### src/rtl/result_mem_arbiter.sv
// result_mem_arbiter: buffers processor result words in a small FIFO and shares one
// single-port result RAM between FIFO drains and host reads, round-robin.
module result_mem_arbiter #(
    parameter int DATA_W = 40,
    parameter int ADDR_W = 12,
    parameter int DEPTH  = 4
) (
    input  logic              clk,
    input  logic              rst,
    input  logic              proc_valid,
    input  logic [DATA_W-1:0] proc_data,
    output logic              proc_stall,
    output logic              overflow,
    input  logic              host_req,
    input  logic [ADDR_W-1:0] host_addr,
    output logic              host_ack,
    output logic [DATA_W-1:0] host_rdata,
    output logic              mem_we,
    output logic              mem_re,
    output logic [ADDR_W-1:0] mem_addr,
    output logic [DATA_W-1:0] mem_wdata,
    input  logic [DATA_W-1:0] mem_rdata,
    output logic [ADDR_W-1:0] wr_count,
    output logic              wrapped
);
    localparam int PW = $clog2(DEPTH);
    localparam logic [PW:0] FULL_CNT = DEPTH[PW:0];

    typedef enum logic [1:0] {IDLE, WR, RD, RD_DATA} state_t;

    state_t            state_q;
    logic [DATA_W-1:0] fifo_q [DEPTH];
    logic [PW-1:0]     rd_ptr_q, wr_ptr_q;
    logic [PW:0]       count_q, count_d;
    logic              last_host_q, overflow_q, host_ack_q, mem_we_q, mem_re_q, wrapped_q;
    logic [DATA_W-1:0] host_rdata_q, mem_wdata_q;
    logic [ADDR_W-1:0] mem_addr_q, wr_count_q;
    logic              full, pop, push, host_pend, grant_wr, grant_rd;

    always_comb begin
        full      = count_q == FULL_CNT;
        pop       = state_q == WR;
        push      = proc_valid && (!full || pop);
        // the ack cycle is still IDLE; the held request there belongs to the read just finished
        host_pend = host_req && !host_ack_q;
        grant_wr  = full || (count_q != '0 && (!host_pend || last_host_q));
        grant_rd  = host_pend && !grant_wr;
        count_d   = count_q + {{PW{1'b0}}, push} - {{PW{1'b0}}, pop};
    end

    always_ff @(posedge clk) begin
        if (push)
            fifo_q[wr_ptr_q] <= proc_data;
    end

    always_ff @(posedge clk or negedge rst) begin
        if (!rst) begin
            state_q      <= IDLE;
            rd_ptr_q     <= '0;
            wr_ptr_q     <= '0;
            count_q      <= '0;
            last_host_q  <= 1'b1;
            overflow_q   <= 1'b0;
            host_ack_q   <= 1'b0;
            host_rdata_q <= '0;
            mem_we_q     <= 1'b0;
            mem_re_q     <= 1'b0;
            mem_addr_q   <= '0;
            mem_wdata_q  <= '0;
            wr_count_q   <= '0;
            wrapped_q    <= 1'b0;
        end else begin
            count_q    <= count_d;
            wr_ptr_q   <= push ? wr_ptr_q + 1'b1 : wr_ptr_q;
            rd_ptr_q   <= pop ? rd_ptr_q + 1'b1 : rd_ptr_q;
            overflow_q <= overflow_q || (proc_valid && !push);
            mem_we_q   <= 1'b0;
            mem_re_q   <= 1'b0;
            host_ack_q <= 1'b0;
            case (state_q)
                IDLE: begin
                    if (grant_wr) begin
                        state_q     <= WR;
                        mem_we_q    <= 1'b1;
                        mem_addr_q  <= wr_count_q;
                        mem_wdata_q <= fifo_q[rd_ptr_q];
                    end else if (grant_rd) begin
                        state_q    <= RD;
                        mem_re_q   <= 1'b1;
                        mem_addr_q <= host_addr;
                    end
                end
                WR: begin
                    wr_count_q  <= wr_count_q + 1'b1;
                    wrapped_q   <= wrapped_q || (&wr_count_q);
                    last_host_q <= 1'b0;
                    state_q     <= IDLE;
                end
                RD: state_q <= RD_DATA;
                default: begin
                    host_rdata_q <= mem_rdata;
                    host_ack_q   <= 1'b1;
                    last_host_q  <= 1'b1;
                    state_q      <= IDLE;
                end
            endcase
        end
    end

    assign proc_stall = full;
    assign overflow   = overflow_q;
    assign host_ack   = host_ack_q;
    assign host_rdata = host_rdata_q;
    assign mem_we     = mem_we_q;
    assign mem_re     = mem_re_q;
    assign mem_addr   = mem_addr_q;
    assign mem_wdata  = mem_wdata_q;
    assign wr_count   = wr_count_q;
    assign wrapped    = wrapped_q;
endmodule

### config.mk
export PLATFORM = sky130hd
export DESIGN_NAME = result_mem_arbiter
export DESIGN_NICKNAME = d
export VERILOG_FILES = /design/src/rtl/result_mem_arbiter.sv
export SDC_FILE = /design/constraint.sdc
export NUM_CORES = 1
export LEC_CHECK = 0
export BUFFER_PORTS_ARGS = -buffer_cell sky130_fd_sc_hd__buf_2
export CAP_MARGIN = 30
export CORE_ASPECT_RATIO = 0.75
export CORE_MARGIN = 8
export CORE_UTILIZATION = 45
export CTS_BUF_LIST = sky130_fd_sc_hd__clkbuf_4
export DETAILED_ROUTE_END_ITERATION = 16
export HOLD_SLACK_MARGIN = 0.12
export PLACE_DENSITY = 0.67
export SETUP_SLACK_MARGIN = 0.15
export SYNTH_ARGS = -nofsm -noshare
export SYNTH_HDL_FRONTEND = slang
export SYNTH_SLANG_ARGS = --single-unit
### constraint.sdc
create_clock -name clk -period 3 [get_ports clk]
set_clock_uncertainty 0.1 [all_clocks]
set_input_delay 0.3 -clock clk [delete_from_list [all_inputs] [get_ports clk]]
set_output_delay 0.3 -clock clk [all_outputs]
set_load 0.03 [all_outputs]
==> results of run 1 <==
state kept, by name, indices dropped and copies added, names as in the netlist:
signal / count
mem_we: 1
wr_ptr_q: 2
rd_ptr_q: 2
wr_count: 12
mem_addr: 12
mem_re: 1
last_host_q: 1
overflow: 1
fifo_q: 160
host_ack: 1
count_q: 3
state_q: 2
host_rdata: 40
mem_wdata: 40
wrapped: 1
metrics by stage:
stage          utilization  setup WS (ns)  std cells
6_report            0.5974         0.4852       1279
5_1_grt             0.5974         0.2911       1279
4_1_cts             0.5957         0.4571       1276
3_5_place_dp        0.5143         0.4999       1054
3_3_place_gp        0.5143         0.6054       1054
2_1_floorplan            -         0.4980        553
cells by family (layout without fill, tap and decap cells):
family	Yosys count	after routing	synth area share
xor+xnor	16	16	0.01306
flops	279	279	0.7254
mux	121	121	0.1819
simple gates	45	45	0.02554
fa+ha+maj	8	8	0.01003
buf+inv	61	480	0.02670
compound gates	23	23	0.01737
other cells	0	1	0
Yosys cell counts, drive strengths merged (2+ instances only):
library cell,number
or3,3
inv,36
nor2,3
nand4,2
nor3,4
buf,20
clkbuf,5
dfrtp,118
xnor2,16
nor4,16
a21oi,2
mux4,40
ha,7
nand2b,2
edfxtp,160
o21ai,3
mux2,81
nand2,6
a221oi,12
and2,4
critical path, delay by kind of cell, from the launching register on:
kind	cells	cell delay [ns]
simple gates	1	0.25
xor+xnor	2	0.33
fa+ha+maj	3	0.79
flops	1	0.43
compound gates	1	0.20
buf+inv	4	0.35
layout by cell type, fill, tap and decap left out, types with 2 or more instances in the layout:
| cell | netlist | final |
|---|---|---|
| inv_2 | 0 | 2 |
| o21ai_0 | 3 | 3 |
| nor4_1 | 16 | 16 |
| nand4_1 | 2 | 2 |
| or3_1 | 2 | 2 |
| buf_4 | 0 | 9 |
| nand2_1 | 6 | 6 |
| clkinv_1 | 0 | 8 |
| ha_1 | 7 | 7 |
| nor2_1 | 3 | 3 |
| buf_12 | 0 | 6 |
| nand2b_1 | 2 | 2 |
| dfrtp_1 | 118 | 116 |
| buf_2 | 10 | 204 |
| a221oi_1 | 11 | 11 |
| a21oi_1 | 2 | 2 |
| nor3_1 | 4 | 4 |
| clkbuf_4 | 0 | 112 |
| mux2_2 | 44 | 44 |
| bufinv_16 | 0 | 3 |
| and2_2 | 0 | 4 |
| mux2_4 | 37 | 37 |
| xnor2_1 | 16 | 16 |
| mux4_2 | 40 | 40 |
| dlygate4sd3_1 | 0 | 96 |
| edfxtp_1 | 160 | 160 |
| inv_1 | 36 | 36 |
power breakdown:
part           switching [uW]  internal (uW)  total [uW]
Sequential                770           5370        6140
Combinational            3350           2680        6030
Clock                    1480           1950        3440
Total                    5610           9990       15600
worst max path at each step:
stage | startpoint | end | slack [ns] | cells after the start
detailed placement | state_q[1] | count_q[2] | 0.50 | 11
CTS | state_q[1] | count_q[2] | 0.46 | 11
global route | state_q[0] | count_q[2] | 0.29 | 11
floorplan | state_q[1] | fifo_q[0][0] | 0.50 | 3
global placement | state_q[1] | count_q[2] | 0.61 | 11
finish | state_q[1] | count_q[2] | 0.49 | 11
metal layers:
metal | share of wire | wire (microns) | vias up
li1 | - | - | 2883
met1 | 0.43 | 10620 | 3214
met2 | 0.49 | 12140 | 203
met3 | 0.053 | 1293 | 54
met4 | 0.022 | 553 | 0
met5 | 0 | 0 | -
layout make-up:
cell class,instances,area (sq um)
inverters,36,135.1
multi-input cells,213,2676
clock buffers,112,840.8
diodes,1,2.502
repair buffers,317,2208
fillers,1836,9552
clock inverters,15,140.1
flip-flops and latches,279,7789
well taps,306,382.9
==> out/results.tsv, run 1 <==
stage	metric	value	unit
status	status	finished, final reports clean	
drt	DR DRC count	0	
synth	Ys Warns	0	
drt	Antenna Nets Post-Route	0	
worst_hold_path	HP Start	proc_data[4]	
power_and_ir_drop	Final Power	15600	uW
clock_tree	root buffer cell	clkbuf_4	
finish	final instance area	14170	sq um
synth	post-synthesis register bit count	279	
setup_path	cell count of the worst reg-to-reg path	11	
clock_tree	CTS HTree Levels	3	
sta	RSZ-0062 raised after global routing	false	
floorplan	Die Y	149.7	microns
power_and_ir_drop	pwr dens	1101	nW/um^2
setup_path	Crit path arrival time	2.98	ns
drt	drt pass-1 iters	4	
run	MaxCap Viol Count	0	
floorplan	Die Wd	194.3	microns
global_route	met1 usage in global routing	0.2122	
synth	Seq/Total Area, Yosys	0.7254	
setup_path	CP max stage delay	0.43	ns
global_route	grt ovf	0	
setup_path	Crit Reg-Reg Endpoint	count_q[2]	
floorplan	core area	23730	sq um
drt	Vias per Instance	4.968	
synth	area leader, netlist	edfxtp_1	
floorplan	die area	29090	sq um
clock_tree	setup bufs post-CTS	0	
global_route	global-route met2 utilization	0.2787	
worst_hold_path	Hold Path Class	primary input to register	
synth	syn avg cell area	19.40	sq um
sta	final count of negative-setup-slack endpoints	0	
drt	Via Count	6354	
synth	post-synth top area share	0.4478	
floorplan	row count	49	
sta	worst slew pin tran	0.6288	ns
synth	synth top area cells	edfxtp_1 45%, dfrtp_1 28%, mux4_2 8.4%	
clock_tree	worst skew pair latency	0.65	ns
setup_path	Critical Path Slowest Stage Cell	dfrtp_1	
setup_path	most used cell, CP	inv_1	
synth	ys flop type	edfxtp_1	
clock_tree	CTS buffer count	71	
clock_tree	Post-CTS Resized	0	
global_route	number of global-route vias before repair	7149	
drt	final WL	24610	microns
drt	initial DRC count	293	
floorplan	Initial Utilization	0.4522	
place	IO Port Bufs	205	
global_route	pin count of the biggest net entering global routing	97	
synth	number of synthesized flops with an enable pin	160	
finish	Area Growth Syn to Fin	32.10	%
sta	Final Cycle Share	0.8383	
setup_path	CP endpoint kind	register	
setup_path	required time of the critical path	3.46	ns
setup_path	Cell Chain, Critical Path	nand2b_1 -> a21boi_1 -> buf_4 -> inv_1 -> ha_1 -> inv_1 -> ha_1 -> inv_1 -> fa_1 -> xnor2_1 -> xnor2_1	
sta	post-layout min period	2.515	ns
setup_path	WS Path Type	register to register	
finish	Layout Nets	1022	
place	dpl cell area	12200	sq um
synth	Mapped Area	10730	sq um
sta	Max-slew headroom	0.5808	
sta	hold_ws	0.2953	ns
setup_path	crit-path max FO	7	
synth	Async SR Flop Fraction	0.4265	
sta	Highest Clock Rate	397.6	MHz
clock_tree	hold buffers post-CTS	95	
clock_tree	clk sinks	279	
synth	Netlist cell types	38	
sta	Setup TNS Final	0	ns
setup_path	critical path launch point type	register	
place	hpwl dp	15450	microns
clock_tree	TritonCTS clock tree	yes	
power_and_ir_drop	Leakage	0.005857	uW
synth	post-synth net total	657	
setup_path	Worst R2R Start	state_q[1]	
setup_path	flop2flop setup slack	0.49	ns
worst_hold_path	worst hold path depth	2	
power_and_ir_drop	VDD IR max	0.6665	mV
place	gpl congestion	0.7772	
clock_tree	Reg clk slew, reported paths	0.07	ns
global_route	GR Util met3	0.04944	
synth	Synth Instances	553	
worst_hold_path	WHS Endpoint	fifo_q[0][4]	
finish	layout cells sized above 1	0.4877	
sta	final hold vios	0	
clock_tree	Max clock buf depth	3	
floorplan	total I/O pin count	206	
global_route	All-Layer GR Usage	0.1699	
global_route	Top Usage Layer GRT	met2	
global_route	first-pass GRT wire length	38810	microns
drt	wire per inst	19.24	microns
sta	fin. max-slew vios	0	
global_route	initial antenna violation count	1	
No activity file was read; power rests on OpenSTA's default activity.
==> run 2, diff against run 1 <==
==> constraint.sdc (replaced) <==
create_clock -name clk -period 2.4 [get_ports clk]
set_clock_uncertainty 0.1 [all_clocks]
set_input_delay 0.24 -clock clk [delete_from_list [all_inputs] [get_ports clk]]
set_output_delay 0.24 -clock clk [all_outputs]
set_load 0.03 [all_outputs]
==> run 2 against run 1 <==
First-iteration DRC count shrank 15%. Clock power grew 20%. Wire length grew 4.7%. Via count grew 2.0%. Register-to-register slack lost 0.28 ns. Flip-flop and latch count is the same. Sequential power grew 22%. Worst setup slack lost 0.28 ns. Highest routed layer unchanged. Die area is the same. Combinational power grew 33%. Largest cell class unchanged. Count of clock-buffer cells in the layout shrank 5.
==> out/results.tsv, run 2 (synthesis gave the netlist of run 1 again) <==
stage	metric	value	unit	change
finish	layout cells sized above 1	0.4919		+0.004232
global_route	number of global-route vias before repair	7507		+5.0%
place	IO Port Bufs	205		unchanged
sta	Highest Clock Rate	456.4	MHz	+15%
sta	Max-slew headroom	0.6592		+0.07836
setup_path	WS Path Type	register to register		
floorplan	total I/O pin count	206		unchanged
clock_tree	worst skew pair latency	0.63	ns	-0.02 ns
place	DP Worst Slack	0.1331	ns	-0.3668 ns
finish	post-route core utilization	0.6023		+0.004851
floorplan	Initial Utilization	0.4522		unchanged
sta	Setup TNS Final	0	ns	unchanged
clock_tree	Max clock buf depth	3		unchanged
power_and_ir_drop	Leakage	0.005906	uW	+0.84%
setup_path	crit-path max FO	11		+4
clock_tree	root buffer cell	clkbuf_4		
setup_path	CP endpoint kind	register		
place	hpwl dp	15310	microns	-0.88%
setup_path	critical path launch point type	register		
finish	commonest non-fill, non-tap cell in the layout	buf_2		
clock_tree	clk sinks	279		unchanged
sta	final hold vios	0		unchanged
drt	final WL	25770	microns	+4.7%
floorplan	Die Y	149.7	microns	unchanged
worst_hold_path	Hold Path Class	primary input to register		
clock_tree	CTS HTree Levels	3		unchanged
place	gpl congestion	0.7796		+0.31%
sta	Final Cycle Share	0.9129		+0.07463
finish	most frequent cells in the layout	204 x buf_2, 160 x edfxtp_1, 113 x dfrtp_1		
floorplan	die area	29090	sq um	unchanged
floorplan	core area	23730	sq um	unchanged
floorplan	Die Wd	194.3	microns	unchanged
place	placed cells	1058		+0.38%
finish	Layout Nets	1033		+1.1%
sta	fin. max-slew vios	0		unchanged
power_and_ir_drop	pwr dens	1375	nW/um^2	+25%
setup_path	CP max stage delay	0.45	ns	+0.02 ns
global_route	initial antenna violation count	1		unchanged
finish	Area Growth Syn to Fin	33.17	%	
status	status	finished, final reports clean		
finish	max reg flops	160		unchanged
floorplan	row count	49		unchanged
setup_path	Crit path arrival time	2.59	ns	-0.39 ns
global_route	grt ovf	0		unchanged
power_and_ir_drop	Final Power	19650	uW	+26%
sta	post-layout min period	2.191	ns	-0.3239 ns
clock_tree	Reg clk slew, reported paths	0.07	ns	about the same
sta	final count of negative-setup-slack endpoints	0		unchanged
drt	Antenna Nets Post-Route	0		unchanged
global_route	first-pass GRT wire length	40120	microns	+3.4%
sta	worst slew pin tran	0.5112	ns	-0.1175 ns
drt	drt pass-1 iters	4		unchanged
drt	Via Count	6479		+2.0%
global_route	pin count of the biggest net entering global routing	45		-54%
setup_path	Critical Path Slowest Stage Cell	dfrtp_2		
global_route	All-Layer GR Usage	0.1759		+0.006048
drt	Vias per Instance	4.995		+0.55%
setup_path	most used cell, CP	buf_4		
clock_tree	TritonCTS clock tree	yes		
setup_path	required time of the critical path	2.80	ns	-0.66 ns
drt	initial DRC count	250		-15%
clock_tree	CTS buffer count	73		+2.8%
run	MaxCap Viol Count	0		unchanged
finish	Biggest register	fifo_q		
drt	DR DRC count	0		unchanged
power_and_ir_drop	VDD IR max	1.246	mV	+87%
finish	Non-Filler Instances	1297		+1.4%
setup_path	Cell Chain, Critical Path	buf_4 -> nor2_1 -> o311a_4 -> buf_4 -> mux2_4		
drt	wire per inst	19.87	microns	+3.3%
sta	RSZ-0062 raised after global routing	true		
sta	worst setup margin	0.2090	ns	-0.2761 ns
[run 2: critical path: cells and delay by family (launching register included)]
kind            cells  cell delay (ns)
simple gates        1             0.33
compound gates      1             0.45
flops               1             0.45
buf+inv             2             0.42
mux                 1             0.31
[run 2: metal layers]
layer | track usage | vias up | routed length [microns]
li1 | - | 2942 | -
met4 | 0.08152 | 0 | 648
met2 | 0.2925 | 213 | 13150
met5 | 0 | - | 0
met3 | 0.05258 | 56 | 1463
met1 | 0.2112 | 3268 | 10520
[run 2: final cells by class]
class / instances / area [sq um]
clock inverters: 25 / 153.9
diodes: 5 / 12.51
fillers: 1769 / 9437
clock buffers: 107 / 803.3
well taps: 306 / 382.9
inverters: 36 / 135.1
flip-flops and latches: 279 / 7792
multi-input cells: 214 / 2715
repair buffers: 325 / 2295
[run 2: path summary, 6_finish.rpt]
check | end | depth (start not counted) | slack [ns] | start
max in group asynchronous | mem_wdata[30] | 4 | 1.22 | rst
min in group asynchronous | mem_we | 4 | 0.68 | rst
min | fifo_q[3][7] | 2 | 0.26 | proc_data[7]
max | mem_wdata[24] | 5 | 0.21 | count_q[1]
max reg2reg | mem_wdata[24] | 5 | 0.21 | count_q[1]
min reg2reg | wrapped | 2 | 0.37 | wrapped
[run 2: where the power goes]
part	switching [uW]	total [uW]	internal [uW]
clock	1850	4120	2270
sequential	759	7480	6720
combinational	4550	8050	3510
total	7150	19700	12500
[run 2: timing repair]
action | 4_1_cts | 5_1_grt
hold buffers | 97 | 0
pin swaps | 0 | 1
setup endpoints to repair | 1 | 3
gates cloned | 0 | 1
hold endpoints to repair | 337 | 0
setup buffers | 2 | 2
resized for setup | 3 | 2
[run 2: per-stage QoR]
step	instance area (sq um)	hold WS, ns
floorplan	10750	-0.1556
global placement	12280	0.2074
detailed placement	12280	0.2131
CTS	14250	0.1719
global route	14280	0.1839
finish	14290	0.2561
